**config.mk**
```make
export PLATFORM = sky130hd
export DESIGN_NAME = relm_div_seq
export DESIGN_NICKNAME = d
export VERILOG_FILES = /design/src/rtl/relm_div_pkg.sv /design/src/rtl/relm_div_step.sv /design/src/rtl/relm_div_seq.sv
export SDC_FILE = /design/constraint.sdc
export NUM_CORES = 1
export LEC_CHECK = 0
export CAP_MARGIN = 20
export CORE_MARGIN = 3
export CORE_UTILIZATION = 25
export CTS_CLUSTER_SIZE = 30
export DETAILED_ROUTE_END_ITERATION = 7
export HOLD_SLACK_MARGIN = 0.05
export PLACE_DENSITY_LB_ADDON = 0.08
export SLEW_MARGIN = 20
export SYNTH_ARGS = -nofsm -noshare
export SYNTH_HDL_FRONTEND = slang
export SYNTH_SLANG_ARGS = --single-unit
```
**constraint.sdc**
```tcl
create_clock -name clk -period 16.5 [get_ports clk]
set_input_delay 3.3 -clock clk [delete_from_list [all_inputs] [get_ports clk]]
set_output_delay 3.3 -clock clk [all_outputs]
set_load 0.01 [all_outputs]
```
**src/rtl/relm_div_pkg.sv**
```systemverilog
// Shared types and helpers for the relm_div_seq sequential divider.
// Holds the controller state encoding and the iteration-count helper.
package relm_div_pkg;

    typedef enum logic [1:0] {
        IDLE = 2'd0,
        LOOP = 2'd1,
        FIX  = 2'd2
    } div_state_e;

    function automatic int relm_div_iters(input int wd, input int rb);
        return wd / rb;
    endfunction

endpackage

```
**src/rtl/relm_div_step.sv**
```systemverilog
// One radix-2^RB restoring step: shift RB dividend bits into R and
// subtract the largest multiple j*|D| that still fits.
module relm_div_step #(
    parameter int WD = 32,
    parameter int RB = 2
) (
    input  logic [WD:0]   r_in,
    input  logic [RB-1:0] bits_in,
    input  logic [WD-1:0] d_in,
    output logic [WD:0]   r_out,
    output logic [RB-1:0] j_out
);
    // 3*|D| needs WD+2 bits, and the shifted R always fits in WD+RB bits.
    localparam int CW   = WD + 2;
    localparam int MAXJ = (1 << RB) - 1;

    logic [CW-1:0] r_sh;
    logic [CW-1:0] prod;
    logic [CW-1:0] best;

    always_comb begin
        r_sh  = CW'({r_in, bits_in});
        prod  = '0;
        best  = '0;
        j_out = '0;
        // Multiples grow with j, so the last one that fits is the largest.
        for (int j = 1; j <= MAXJ; j++) begin
            prod = CW'(d_in) * CW'(j);
            if (prod <= r_sh) begin
                best  = prod;
                j_out = RB'(j);
            end
        end
        r_out = (WD + 1)'(r_sh - best);
    end

endmodule

```
**src/rtl/relm_div_seq.sv**
```systemverilog
// Self-timed multi-cycle integer divider: start pulse in, fixed-latency
// restoring loop on magnitudes, sign fix-up, done pulse out.
module relm_div_seq
    import relm_div_pkg::*;
#(
    parameter int WD = 32,
    parameter int RB = 2
) (
    input  logic          clk,
    input  logic          rst,
    input  logic          start_in,
    input  logic          signed_in,
    input  logic [WD-1:0] n_in,
    input  logic [WD-1:0] d_in,
    output logic          busy_out,
    output logic          done_out,
    output logic [WD-1:0] q_out,
    output logic [WD-1:0] r_out,
    output logic          dz_out
);
    localparam int ITERS = relm_div_iters(WD, RB);
    localparam int KW    = $clog2(ITERS + 1);

    div_state_e    state_q, state_d;
    logic [KW-1:0] k_q, k_d;
    logic [WD-1:0] n_q, n_d;
    logic [WD-1:0] d_q, d_d;
    logic [WD:0]   r_q, r_d;
    logic [WD-1:0] qr_q, qr_d;
    logic          sn_q, sn_d;
    logic          sd_q, sd_d;
    logic          dzp_q, dzp_d;
    logic          busy_q, busy_d;
    logic          done_q, done_d;
    logic [WD-1:0] q_out_q, q_out_d;
    logic [WD-1:0] r_out_q, r_out_d;
    logic          dz_out_q, dz_out_d;

    logic [WD:0]   r_step;
    logic [RB-1:0] j_step;

    relm_div_step #(.WD(WD), .RB(RB)) u_step (
        .r_in    (r_q),
        .bits_in (n_q[WD-1 -: RB]),
        .d_in    (d_q),
        .r_out   (r_step),
        .j_out   (j_step)
    );

    always_comb begin
        state_d  = state_q;
        k_d      = k_q;
        n_d      = n_q;
        d_d      = d_q;
        r_d      = r_q;
        qr_d     = qr_q;
        sn_d     = sn_q;
        sd_d     = sd_q;
        dzp_d    = dzp_q;
        busy_d   = busy_q;
        done_d   = 1'b0;
        q_out_d  = q_out_q;
        r_out_d  = r_out_q;
        dz_out_d = dz_out_q;
        case (state_q)
            IDLE: begin
                if (start_in) begin
                    sn_d    = signed_in & n_in[WD-1];
                    sd_d    = signed_in & d_in[WD-1];
                    dzp_d   = (d_in == '0);
                    d_d     = sd_d ? -d_in : d_in;
                    // On divide-by-zero the raw dividend is kept for r_out.
                    n_d     = (sn_d && !dzp_d) ? -n_in : n_in;
                    r_d     = '0;
                    qr_d    = '0;
                    k_d     = KW'(ITERS);
                    busy_d  = 1'b1;
                    state_d = dzp_d ? FIX : LOOP;
                end
            end
            LOOP: begin
                r_d  = r_step;
                n_d  = n_q << RB;
                qr_d = {qr_q[WD-RB-1:0], j_step};
                k_d  = k_q - KW'(1);
                if (k_q == KW'(1)) begin
                    state_d = FIX;
                end
            end
            FIX: begin
                busy_d   = 1'b0;
                done_d   = 1'b1;
                dz_out_d = dzp_q;
                state_d  = IDLE;
                if (dzp_q) begin
                    q_out_d = '1;
                    r_out_d = n_q;
                end else begin
                    q_out_d = (sn_q ^ sd_q) ? -qr_q : qr_q;
                    r_out_d = sn_q ? -r_q[WD-1:0] : r_q[WD-1:0];
                end
            end
            default: state_d = IDLE;
        endcase
    end

    always_ff @(posedge clk or posedge rst) begin
        if (rst) begin
            state_q  <= IDLE;
            k_q      <= '0;
            n_q      <= '0;
            d_q      <= '0;
            r_q      <= '0;
            qr_q     <= '0;
            sn_q     <= 1'b0;
            sd_q     <= 1'b0;
            dzp_q    <= 1'b0;
            busy_q   <= 1'b0;
            done_q   <= 1'b0;
            q_out_q  <= '0;
            r_out_q  <= '0;
            dz_out_q <= 1'b0;
        end else begin
            state_q  <= state_d;
            k_q      <= k_d;
            n_q      <= n_d;
            d_q      <= d_d;
            r_q      <= r_d;
            qr_q     <= qr_d;
            sn_q     <= sn_d;
            sd_q     <= sd_d;
            dzp_q    <= dzp_d;
            busy_q   <= busy_d;
            done_q   <= done_d;
            q_out_q  <= q_out_d;
            r_out_q  <= r_out_d;
            dz_out_q <= dz_out_d;
        end
    end

    assign busy_out = busy_q;
    assign done_out = done_q;
    assign q_out    = q_out_q;
    assign r_out    = r_out_q;
    assign dz_out   = dz_out_q;

endmodule

```
==> metrics.md, run 1 <==
| Metric | Value |
|---|---|
| Crit-path leading delay family | `compound AO/OA/AOI/OAI gates` |
| Setup tns final | `0 ns` |
| Reg clk slew, reported paths | `0.06 ns` |
| Vias in the first global route | `14,317` |
| Final wirelength | `54.5 mm` |
| Number of buffers created by CTS | `29` |
| Area delta synth->final | `20.1%` |
| Routed Antenna Nets | `0` |
| WL/cell | `18.8 um` |
| TritonCTS clock tree | `yes` |
| Crit start category | `register` |
| Clock sink total | `205` |
| Max stage delay cell, worst path | `a2111oi_1` |
| Height of the die | `261 um` |
| Max-Cap Viols | `0` |
| Synth top area cells | `dfrtp_1, ha_1, o21ai_0, xnor2_1, a21oi_1` |
| CTS H-Tree Depth | `1` |
| Cell with the most instances on the worst path | `o21ai_0` |
| Clock root buffer | `clkbuf_16` |
| Maximum fanout along the worst path | `61` |
| Top cell type by total area after synthesis | `dfrtp_1` |
| Io pins | `135` |
| Top_reg_cell synth | `dfrtp_1` |
| Hold Path Sink | `r_out[15]` |
| Post-CTS Hold Buffers | `0` |
| HP Class | `reg2reg` |
| Die area | `0.0679 sq mm` |
| Resized cells post-CTS | `0` |
| FF-to-FF End | `r_q[29]` |
| FF+latch count, synth | `205` |
| FF-to-FF path depth | `31` |
| DPL Wire Length | `41.3 mm` |
| Cell Rows | `92` |
| # fillers | `6,743` |
| Critical path required time | `16.90 ns` |
| Routability-driven placement congestion ratio | `0.890` |
| Worst R2R Setup Slack | `7.90 ns` |
| Netlist cell types | `73` |
| Drt first-iter violations | `958` |
| Final hold violation count | `0` |
| WP data arrival | `9.00 ns` |
| Slowest Stage Delay on Critical Path | `0.75 ns` |
| Synth Instances | `1,936` |
| Final setup violating endpoints | `0` |
| Crit end category | `register` |
| Syn Std Cell Area | `0.0162 sq mm` |
| First-pass GRT wire length | `86.0 mm` |
| Top-count cell post-synth | `nand2_1` |
| Slew Viols, Final | `0` |
| Clk_lat worst skew | `0.56 ns` |
| Nets@finish | `2,270` |
| Cell count of the worst hold path | `2` |
| Worst Skew | `0.0181 ns` |
| Hold_sp | `r_out[15]` |
| CP Class | `reg2reg` |
| Largest net degree at the start of global routing | `94` |
| Synth Warn # | `0` |
| Relative slew slack | `0.326` |
| Placeable Area | `0.0635 sq mm` |
| Port Buffers | `134` |
| Vias per std cell | `5.01` |
| EDFF count, synth | `0` |
| Peak Freq | `0.116 GHz` |
| Seq/Total Area, Yosys | `0.317` |
| Overflow after GRT | `0` |
| Tcrit/Tclk final | `0.521` |
| Clk buf depth | `3` |
| Initial antenna violation count | `1` |
| Share of the synthesized area in the top cell type | `0.317` |
| First drt pass iteration count | `5` |
| Post-route minimum period | `8.60 ns` |
| RR Startpoint | `d_q[4]` |
| Diode count | `0` |
| Initial Util | `0.255` |
| Tightest Pin Transition | `1.01 ns` |
| Syn_area_per_cell | `8.37 sq um` |
| DRC viols | `0` |
| Total GRT Usage | `0.160` |
| Layout cells sized above 1 | `0.0491` |
| Setup Fix Bufs, Post-CTS | `0` |
| Die X | `261 um` |
| Unrepaired setup endpoints after global routing | `no` |
| Post-synth top cells | `nand2_1, dfrtp_1, o21ai_0` |
| Syn nets | `2,172` |
| Fraction of registers with async set/reset | `1.00` |
| Worst Path Buf+Inv | `1` |
| Status | `finished, final reports clean` |
| Vias | `14,539` |
-- cells by family (layout without fill, tap and decap cells) --
logic type,Yosys count,in the layout,synth area share
AOI/OAI and AO/OA,659,659,0.251
adders and majority gates,168,168,0.131
and+or+nand+nor,561,561,0.164
DFF,205,205,0.317
muxes,6,6,0.00386
xor gates and xnor gates,175,175,0.0955
buffers and inverters,162,283,0.0383
-- layout make-up --
| cell class | count | area (sq um) | share of cell area |
|---|---|---|---|
| timing repair buffer | 156 | 1510 | 0.0775 |
| sequential | 205 | 5130 | 0.264 |
| clock buffer | 41 | 821 | 0.0422 |
| multi-input combinational | 1569 | 10500 | 0.539 |
| inverter | 73 | 282 | 0.0145 |
| tap | 846 | 1060 | 0.0544 |
| clock inverter | 13 | 159 | 0.00817 |
-- per-stage QoR --
stage                     utilization  hold WS [ns]  setup WS, ns  instances  area, sq um
after floorplan                     -         0.464          7.60       1936        16200
after CTS                       0.306         0.483          7.82       2903        19400
final                           0.306         0.473          7.90       2903        19400
after detailed placement        0.291         0.470          7.88       2849        18500
after global placement          0.291         0.464          7.86       2849        18500
after global routing            0.306         0.494          7.11       2903        19400
-- placed cells by master, fill, tap and decap left out, drive strengths merged, types with 37 or more instances in the layout --
cell / n
clkbuf: 41
a21oi: 185
nor2: 142
clkdlybuf4s50: 134
nor3: 52
ha: 166
xnor2: 114
xor2: 60
inv: 75
dfrtp: 205
o21ai: 208
a22o: 37
nand2: 215
-- worst reg2reg max path: cells and delay by family (launching register included) --
family,cells,cell delay [ns]
AO/OA/AOI/OAI,18,4.62
XOR/XNOR,2,0.31
adder cells (fa/ha/maj),3,0.99
buffers and inverters,1,0.31
flip-flops,1,0.47
AND/OR/NAND/NOR,7,1.75
-- sequential cells by signal, indices dropped and copies added (netlist names), 2 cells and up --
name     cells
d_q         32
n_q         32
q_out       32
qr_q        32
r_out       32
r_q         32
k_q          5
state_q      2
-- routing by layer --
layer / up-vias / GRT usage / part of all wire
li1: 7270 / - / -
met1: 6951 / 0.246 / 0.52
met2: 277 / 0.240 / 0.42
met3: 41 / 0.0169 / 0.040
met4: 0 / 0.0319 / 0.017
met5: - / 0 / 0
-- worst max path at each step --
stage	startpoint	end	slack (ns)	cells after the start
4_1_cts	d_q[4]	r_q[29]	7.82	31
5_1_grt	d_q[4]	r_q[29]	7.11	31
6_report	d_q[4]	r_q[29]	7.90	31
3_3_place_gp	d_q[4]	r_q[29]	7.86	31
2_1_floorplan	rst	busy_out	7.60	1
3_5_place_dp	d_q[4]	r_q[29]	7.88	31
Power of run 1 is left out: the tool's default activity adds up to more than one toggle a clock period on the data nets, which glitch-free logic cannot reach.
==> run 2, diff against run 1 <==
Clock period 16.5 ns to 8.7 ns, I/O delays scaled along.
==> run 2 against run 1 <==
Maximum frequency up 8.4%. Clock skew up 0.0042 ns. Global-route usage about the same. Critical endpoint unchanged. Design area down 0.14%. Non-clock buffer count up 5. Flip-flop and latch count unchanged. Clock-buffer cell count down 2.
==> metrics.md, run 2 (same netlist as run 1, synthesis figures left out) <==
| Metric | Value |
|---|---|
| Height of the die | `261 um` |
| Post-CTS Hold Buffers | `0` |
| DRC viols | `0` |
| Vias in the first global route | `14,318` |
| Final hold violation count | `0` |
| Largest net degree at the start of global routing | `88` |
| Setup tns final | `0 ns` |
| Port Buffers | `134` |
| First-pass GRT wire length | `86.1 mm` |
| Diode count | `0` |
| Cell with the most instances on the worst path | `o21ai_0` |
| Overflow after GRT | `0` |
| Maximum fanout along the worst path | `29` |
| Routed Antenna Nets | `0` |
| Final wirelength | `54.7 mm` |
| Tightest Pin Transition | `0.977 ns` |
| Final non-filler cell total | `2,905` |
| Max-Cap Viols | `0` |
| Die area | `0.0679 sq mm` |
| Tcrit/Tclk final | `0.912` |
| Slew Viols, Final | `0` |
| WP data arrival | `8.37 ns` |
| Cell Rows | `92` |
| Unrepaired setup endpoints after global routing | `no` |
| WL/cell | `18.8 um` |
| Clock root buffer | `clkbuf_16` |
| Post-route minimum period | `7.93 ns` |
| Layout cells sized above 1 | `0.0520` |
| Peak Freq | `0.126 GHz` |
| Drt first-iter violations | `872` |
| # fillers | `6,775` |
| Die X | `261 um` |
| Total GRT Usage | `0.160` |
| Reg clk slew, reported paths | `0.06 ns` |
| Crit end category | `register` |
| Critical path required time | `9.13 ns` |
| Routability-driven placement congestion ratio | `0.870` |
| Clock sink total | `205` |
| Clk buf depth | `3` |
| Io pins | `135` |
| HP Class | `reg2reg` |
| DPL Wire Length | `41.4 mm` |
| Worst Skew | `0.0223 ns` |
| TritonCTS clock tree | `yes` |
| Clk_lat worst skew | `0.58 ns` |
| CP Class | `reg2reg` |
| CTS H-Tree Depth | `1` |
| Status | `finished, final reports clean` |
| Slowest Stage Delay on Critical Path | `0.58 ns` |
| Seq. cell area | `0.00513 sq mm` |
| RR Startpoint | `d_q[3]` |
| Hold_sp | `r_out[23]` |
| Vias per std cell | `4.99` |
| Relative slew slack | `0.345` |
| Setup Fix Bufs, Post-CTS | `0` |
| Nets@finish | `2,274` |
| First drt pass iteration count | `5` |
| Initial antenna violation count | `1` |
| Commonest non-fill, non-tap cell in the layout | `nand2_1` |
| Number of buffers created by CTS | `28` |
| Area delta synth->final | `19.9%` |
| Final setup violating endpoints | `0` |
| CP startpoint | `d_q[3]` |
| Most frequent cells in the layout | `nand2_1, dfrtp_1, o21ai_0` |
| Multi-input logic area | `0.0105 sq mm` |
| Max stage delay cell, worst path | `nor4b_1` |
| Initial Util | `0.255` |
| Crit start category | `register` |
| Vias | `14,510` |
| Placeable Area | `0.0635 sq mm` |
| Resized cells post-CTS | `0` |
| Placed Cells | `2,854` |
run 2: worst paths after layout:
path | to | slack, ns | cells after the start
setup / recovery | r_q[29] | 0.77 | 32
hold / removal | r_out[23] | 0.48 | 2
setup reg to reg | r_q[29] | 0.77 | 32
hold reg to reg | r_out[23] | 0.48 | 2
max in group asynchronous | dzp_q | 5.54 | 3
min in group asynchronous | q_out[10] | 1.69 | 2
run 2: critical path, delay by kind of cell (launching register included):
family	cells	cell delay (ns)
AND/OR/NAND/NOR	6	1.44
AO/OA/AOI/OAI	18	4.13
flip-flops	1	0.48
adder cells (fa/ha/maj)	3	0.97
buffers and inverters	3	0.43
XOR/XNOR	2	0.32
run 2: layout make-up:
| cell class | instances | area share |
|---|---|---|
| sequential | 205 | 0.264 |
| tap | 846 | 0.0545 |
| clock buffer | 39 | 0.0423 |
| inverter | 73 | 0.0145 |
| timing repair buffer | 161 | 0.0795 |
| multi-input combinational | 1569 | 0.540 |
| clock inverter | 12 | 0.00490 |
run 2: through the flow:
stage,setup slack (ns),hold WS [ns],instance area [sq um],util
4_1_cts,0.785,0.484,19400,0.306
6_report,0.768,0.475,19400,0.306
3_3_place_gp,0.962,0.464,18500,0.291
3_5_place_dp,0.816,0.470,18500,0.291
2_1_floorplan,1.36,0.464,16200,-
5_1_grt,0.0555,0.496,19400,0.306
run 2: metal layers:
layer	vias to the layer above	wire length (um)	GRT usage
li1	7294	-	-
met1	6892	28400	0.243
met2	265	22900	0.240
met3	59	2120	0.0197
met4	0	1260	0.0361
met5	-	0	0
Power of run 2 is left out for the same reason.
==> run 3, diff against run 2 <==
Settings changed: CORE_UTILIZATION 25 to 60, CTS_BUF_LIST set to sky130_fd_sc_hd__clkbuf_8, PLACE_DENSITY set to 0.92, PLACE_DENSITY_LB_ADDON 0.08 to not set.
==> run 3 against run 2 <==
Sequential share of layout area is 1.3 points higher. Register-to-register slack better by 0.19 ns. Setup slack better by 0.19 ns. Largest cell class unchanged.
==> metrics.md, run 3 (same netlist as run 1, synthesis figures left out) <==
| Metric | Value |
|---|---|
| RR Startpoint | `d_q[1]` |
| CTS H-Tree Depth | `2` |
| Final setup violating endpoints | `0` |
| HP Class | `reg2reg` |
| Port Buffers | `134` |
| Clk buf depth | `3` |
| WP data arrival | `8.13 ns` |
| Overflow after GRT | `0` |
| Routability-driven placement congestion ratio | `1.07` |
| Slowest Stage Delay on Critical Path | `0.50 ns` |
| CP Class | `reg2reg` |
| Initial antenna violation count | `0` |
| Io pins | `135` |
| Height of the die | `170 um` |
| Vias | `15,566` |
| Unrepaired setup endpoints after global routing | `no` |
| Clock root buffer | `clkbuf_8` |
| DRC viols | `0` |
| Largest net degree at the start of global routing | `133` |
| Peak Freq | `0.129 GHz` |
| Critical path required time | `9.10 ns` |
| TritonCTS clock tree | `yes` |
| Crit end category | `register` |
| Status | `finished, final reports clean` |
| First-pass GRT wire length | `74.8 mm` |
| CP startpoint | `d_q[1]` |
| Layout cells sized above 1 | `0.0504` |
| Clock sink total | `205` |
| DPL Wire Length | `34.0 mm` |
| Most frequent cells in the layout | `nand2_1, dfrtp_1, o21ai_0` |
| Setup Fix Bufs, Post-CTS | `0` |
| WL/cell | `19.1 um` |
| Dpl cell area | `0.0178 sq mm` |
| Drt first-iter violations | `1,720` |
| Clk_lat worst skew | `0.55 ns` |
| Placeable Area | `0.0263 sq mm` |
| Routed Antenna Nets | `0` |
| # fillers | `1,972` |
| Maximum fanout along the worst path | `15` |
| Crit start category | `register` |
| Hold slack | `0.491 ns` |
| Relative slew slack | `0.299` |
| Final wirelength | `45.8 mm` |
| Hold_sp | `r_out[26]` |
| Worst Skew | `0.0254 ns` |
| Slew Viols, Final | `0` |
| Area delta synth->final | `14.4%` |
| Cell Rows | `59` |
| First drt pass iteration count | `5` |
| Nets@finish | `2,274` |
| Number of buffers created by CTS | `35` |
| Setup tns final | `0 ns` |
| Max-Cap Viols | `0` |
| Placed Cells | `2,336` |
| Tightest Pin Transition | `1.05 ns` |
| Post-route minimum period | `7.74 ns` |
| Final non-filler cell total | `2,399` |
| Die area | `0.0290 sq mm` |
| Initial Util | `0.616` |
| Max stage delay cell, worst path | `dfrtp_1` |
| Commonest non-fill, non-tap cell in the layout | `nand2_1` |
| Multi-input logic area | `0.0105 sq mm` |
| Vias per std cell | `6.49` |
| Final hold violation count | `0` |
| Reg clk slew, reported paths | `0.06 ns` |
| Total GRT Usage | `0.313` |
| Tcrit/Tclk final | `0.889` |
| Diode count | `0` |
| Fin area | `0.0185 sq mm` |
| Vias in the first global route | `14,851` |
| Seq. cell area | `0.00513 sq mm` |
| Die X | `170 um` |
[run 3: cell count changes in the layout (fill, tap and decap cells not counted), sizes merged]
| cell | previous run | this run |
|---|---|---|
| clkinvlp | 1 | 0 |
| inv | 73 | 85 |
| buf | 27 | 20 |
| clkbuf | 39 | 47 |
| clkinv | 11 | 4 |
[run 3: worst paths after layout]
kind                              to  slack, ns  cells past startpoint
min reg2reg                r_out[26]       0.49                      2
min in group asynchronous    qr_q[6]       1.77                      2
max in group asynchronous      dzp_q       5.36                      3
min                        r_out[26]       0.49                      2
max reg2reg                  r_q[29]       0.96                     32
max                          r_q[29]       0.96                     32
[run 3: layout make-up]
class                      instances  area share
clock buffer                      47      0.0349
multi-input combinational       1569       0.566
tap                              335      0.0226
clock inverter                    16     0.00446
inverter                          73      0.0152
sequential                       205       0.277
timing repair buffer             154      0.0805
[run 3: layer usage]
layer	vias up	share of wire	track usage
met2	772	0.46	0.507
met3	108	0.085	0.0483
met4	0	0.027	0.0963
met5	-	0	0
li1	7260	-	-
met1	7426	0.43	0.437
[run 3: what timing repair did]
item                       in CTS  in global routing
setup endpoints to repair       0                  1
hold buffers                    0                  0
resized for setup               0                  1
[run 3: per-stage QoR]
stage,worst slack (ns),utilization
2_1_floorplan,1.36,-
3_3_place_gp,1.35,0.677
3_5_place_dp,1.06,0.678
6_report,0.963,0.705
5_1_grt,0.0998,0.705
4_1_cts,0.950,0.705
[run 3: critical path, delay by kind of cell (launching register included)]
family / cells / cell delay, ns
buf+inv: 2 / 0.26
xor+xnor: 2 / 0.30
flops: 1 / 0.50
simple gates: 10 / 1.84
fa+ha+maj: 4 / 1.24
compound gates: 14 / 3.43
Power of run 3 is left out for the same reason.
